## config.mk

```make
export PLATFORM = sky130hd
export DESIGN_NAME = alu_op_driver
export DESIGN_NICKNAME = d
export VERILOG_FILES = /design/src/rtl/alu_op_driver.sv
export SDC_FILE = /design/constraint.sdc
export NUM_CORES = 1
export LEC_CHECK = 0
export CAP_MARGIN = 20
export CORE_ASPECT_RATIO = 1.5
export CORE_UTILIZATION = 45
export CTS_CLUSTER_SIZE = 10
export DETAILED_ROUTE_END_ITERATION = 10
export PLACE_DENSITY_LB_ADDON = 0.15
export REMOVE_ABC_BUFFERS = 1
export SETUP_SLACK_MARGIN = 0.3
export SLEW_MARGIN = 20
export SYNTH_ARGS = -nofsm -noshare
export SYNTH_HDL_FRONTEND = slang
export SYNTH_SLANG_ARGS = --single-unit
```

## constraint.sdc

```tcl
create_clock -name clk -period 2.3 [get_ports clk]
set_input_delay 0.23 -clock clk [delete_from_list [all_inputs] [get_ports clk]]
set_output_delay 0.23 -clock clk [all_outputs]
set_load 0.1 [all_outputs]
```

## src/rtl/alu_op_driver.sv

```systemverilog
// Sequential initiator for the lab's combinational ALU: collects opcode/A/B words,
// pulses the one-hot function select for one cycle, returns y. Optional: ALU_OP_DRIVER_ZERO_FLAG_EN.
module alu_op_driver #(
    parameter int WIDTH   = 32,
    parameter int NUM_OPS = 12
) (
    input  logic               clk,
    input  logic               rst,
    input  logic [WIDTH-1:0]   in_data,
    input  logic               in_valid,
    output logic               in_ready,
    output logic [WIDTH-1:0]   alu_a,
    output logic [WIDTH-1:0]   alu_b,
    output logic [NUM_OPS-1:0] alu_f,
    input  logic [WIDTH-1:0]   alu_y,
    output logic [WIDTH-1:0]   out_data,
    output logic               out_err,
    output logic               out_valid,
    input  logic               out_ready
`ifdef ALU_OP_DRIVER_ZERO_FLAG_EN
    ,
    output logic               out_zero
`endif
);

    // state  | meaning
    // GET_OP | waiting for opcode word
    // GET_A  | waiting for operand A
    // GET_B  | waiting for operand B
    // EXEC   | ALU driven with decoded select, result captured at the edge
    // DONE   | result presented until the consumer takes it
    typedef enum logic [2:0] {
        GET_OP,
        GET_A,
        GET_B,
        EXEC,
        DONE
    } state_t;

    state_t     state;
    state_t     state_nxt;
    logic [3:0] opcode;
    logic       in_xfer;
    logic       out_xfer;

    assign in_xfer  = in_valid && in_ready;
    assign out_xfer = out_valid && out_ready;

    // Outputs are decoded from the registered state only; rst gating keeps them
    // quiet during the reset cycle regardless of where the FSM was.
    always_comb begin
        state_nxt = state;
        in_ready  = 1'b0;
        alu_f     = '0;
        case (state)
            GET_OP: begin
                in_ready = !rst;
                if (in_xfer) state_nxt = GET_A;
            end
            GET_A: begin
                in_ready = !rst;
                if (in_xfer) state_nxt = GET_B;
            end
            GET_B: begin
                in_ready = !rst;
                if (in_xfer) state_nxt = EXEC;
            end
            EXEC: begin
                if (!rst && (opcode < 4'(NUM_OPS)))
                    alu_f = NUM_OPS'(1) << opcode;
                state_nxt = DONE;
            end
            DONE: begin
                if (out_xfer) state_nxt = GET_OP;
            end
            default: state_nxt = GET_OP;
        endcase
    end

    always_ff @(posedge clk) begin
        if (rst) begin
            state     <= GET_OP;
            opcode    <= '0;
            alu_a     <= '0;
            alu_b     <= '0;
            out_data  <= '0;
            out_err   <= 1'b0;
            out_valid <= 1'b0;
`ifdef ALU_OP_DRIVER_ZERO_FLAG_EN
            out_zero  <= 1'b0;
`endif
        end else begin
            state <= state_nxt;
            case (state)
                GET_OP: if (in_xfer) opcode <= in_data[3:0];
                GET_A:  if (in_xfer) alu_a <= in_data;
                GET_B:  if (in_xfer) alu_b <= in_data;
                EXEC: begin
                    out_data  <= alu_y;
                    out_err   <= (opcode > 4'(NUM_OPS - 1));
                    out_valid <= 1'b1;
`ifdef ALU_OP_DRIVER_ZERO_FLAG_EN
                    out_zero  <= (alu_y == '0);
`endif
                end
                DONE: if (out_xfer) out_valid <= 1'b0;
                default: ;
            endcase
        end
    end

endmodule

```

==> impl_metrics.ini <==
[worst_setup_path]
r2r-end = alu_a[31]
timing.critical_path.cells = nand3b_1, or3_4, nor3_2, buf_12
regToRegStartpoint = state[0]
rrSetupSlack_ns = 0.52
crit_path_start_kind = register
critPathMaxStageDelay_ns = 0.40
critical_path_class = register to output pin
path_max_fanout = 11
cp_data_required_time_ns = 2.07
worstRegToRegCells = 5
crit_path_end_kind = output pin
crit_start = state[2]
endpoint = alu_f[4]
crit_arrival_ns = 1.76
cp_slowest_cell = dfxtp_2

[cells_and_area]
fin_util_pct = 71.1
final_net_count = 722
num-fill-cells = 700
drive_gt1_share_pct = 24.1
diodes = 0
layout.cells.non_filler = 766
postLayoutCellArea_um2 = 6090
area_delta_synth_final_pct = 51.3

[clocking]
tritoncts = done
clk_pin_slew_ns = 0.06
clock_path_buffers = 2
cts.sinks = 105
cts_hold_repair.buffers = 0
clock_latency_ns = 0.34
cts-htree-levels = 3
cts_root_buffer = clkbuf_16
cts-buffers-inserted = 9

[die]
start_util_pct = 47.0
rows = 41
dieHeight_um = 118
io_pins = 179
core_um2 = 8570
die_x_um = 79.2
die-area_um2 = 9340

[placed_design]
dp_hpwl_um = 7870
dp_cells = 749
placed_area_um2 = 5710
gp_congestion = 0.756
pre_cts_ws_ns = 0.287
io_buffers = 178

[timing]
clock_skew_ns = 0.00522
tightestPinTransition_ns = 0.885
fin_hold_ws_ns = 0.277
rsz0062_at_grt = true
setup_violations = 0
hold_violations = 0
clock.fmax_mhz = 502
max_slew_margin_pct = 41.0
period_needed_ns = 1.99
finalSetupTns_ns = 0
worst_slack_ns = 0.309
drv_slew = 0
min_period_over_period_pct = 86.6

[worst_hold_path]
hold_depth = 2
worstHoldPathType = primary input to register

[drt]
drtAntennaViolNets = 0
via_per_inst = 5.48
wl_per_cell_um = 15.2
vias = 4199
firstDrtPassIters = 5
drc_errors = 0
top_layer = met4
drt-total-wl_um = 11700
wl_met2_um = 5990
wl_met1_um = 4510
first_iter_violations = 234
met3_length_um = 920

[power_and_ir_drop]
leakage_nw = 2.27
power.total_mw = 4.07
vdd_drop_max_mv = 0.464
p_per_area_nw_per_um2 = 667

[logic_synthesis]
synth_cell_type_count = 25
synthCells = 500
ys_seq_area_share_pct = 52.2
ys_warn_count = 0
synth-seq-cells = 105
synth.avg_cell_area_um2 = 8.06
synthesis.area_um2 = 4030

[grt]
antenna_found_initial = 0
overflow = 0
grt_pass1_wl_um = 18400
gr-usage-all-layers_pct = 25.0
first_global_vias = 3805
grt_max_degree = 89

[run_status]
run_status = complete, no violations

[job]
cap_violations = 0
repair_timing:
action | 4_1_cts | 5_1_grt
setup buffers | 0 | 1
gates resized for setup | 3 | 11
setup endpoints to repair | 8 | 12
pin swaps | 0 | 0
cell type report:
cell class / count / area, um2 / area share, %
Multi-Input combinational cell: 343 / 1750 / 28.7
Clock buffer: 11 / 243 / 3.98
Inverter: 2 / 7.51 / 0.123
Clock inverter: 5 / 78.8 / 1.29
Tap cell: 107 / 134 / 2.20
Sequential cell: 105 / 2110 / 34.6
Timing Repair Buffer: 193 / 1780 / 29.2
sequential cells by signal, indices dropped and copies added (netlist names):
name       flops
opcode         4
out_data      32
out_err        1
alu_b         32
out_valid      1
state          3
alu_a         32
critical path: cells and delay by family (launching register included):
family	cells	cell delay, ns
AND/OR/NAND/NOR	3	0.81
flip-flops	1	0.40
buffers and inverters	1	0.21
power by group:
part           internal [mW]  switching [mW]
clock                  0.981           0.635
combinational          0.187           0.388
sequential              1.85          0.0242
layout by cell type, fill, tap and decap left out, types with 3 or more instances in the layout:
cell type	n
nor3_2	3
clkdlybuf4s50_1	66
dfxtp_2	3
dfxtp_1	102
nand3_1	70
nand3b_1	4
o21ai_1	34
a21oi_1	103
nor2_2	5
nand2_1	68
clkbuf_16	9
buf_4	114
a211oi_1	3
buf_12	13
nor2_1	6
o21ai_0	34
logic make-up (layout without fill, tap and decap cells):
group | after synthesis | in the layout | share of synthesized area (%)
buffers and inverters | 52 | 211 | 5.96
AO/OA/AOI/OAI | 176 | 176 | 22.2
AND/OR/NAND/NOR | 167 | 167 | 19.7
flip-flops | 105 | 105 | 52.2
synthesized netlist by cell type, drive strengths merged:
master   number  share of area, %
a211oi        4              0.75
a21oi       103                13
and3b         1              0.22
buf          25               3.4
clkbuf       25               2.3
dfxtp       105                52
inv           2              0.19
nand2        68               6.3
nand2b        1              0.16
nand3        70               8.7
nand3b        4              0.75
nand4bb       1              0.28
nor2         11               1.0
nor3          5              0.62
nor3b         1              0.19
nor4b         1              0.59
nor4bb        1              0.25
o21ai        68               8.4
o31ai         1              0.19
or3           2              0.31
or4b          1              0.25
routing by layer:
| layer | vias up | global-route usage [%] |
|---|---|---|
| li1 | 2051 | - |
| met1 | 1960 | 27.8 |
| met2 | 170 | 44.2 |
| met3 | 18 | 6.36 |
| met4 | 0 | 10.0 |
| met5 | - | 0 |
worst min-delay path by stage:
| stage | startpoint | to | slack (ns) |
|---|---|---|---|
| 2_1_floorplan | rst | alu_a[0] | 0.30 |
| 5_1_grt | rst | alu_b[25] | 0.29 |
| 4_1_cts | rst | state[2] | 0.26 |
| 6_report | rst | state[2] | 0.28 |
| 3_5_place_dp | out_err | out_err | 0.45 |
| 3_3_place_gp | out_err | out_err | 0.44 |
No activity file was read; power rests on OpenSTA's default activity.
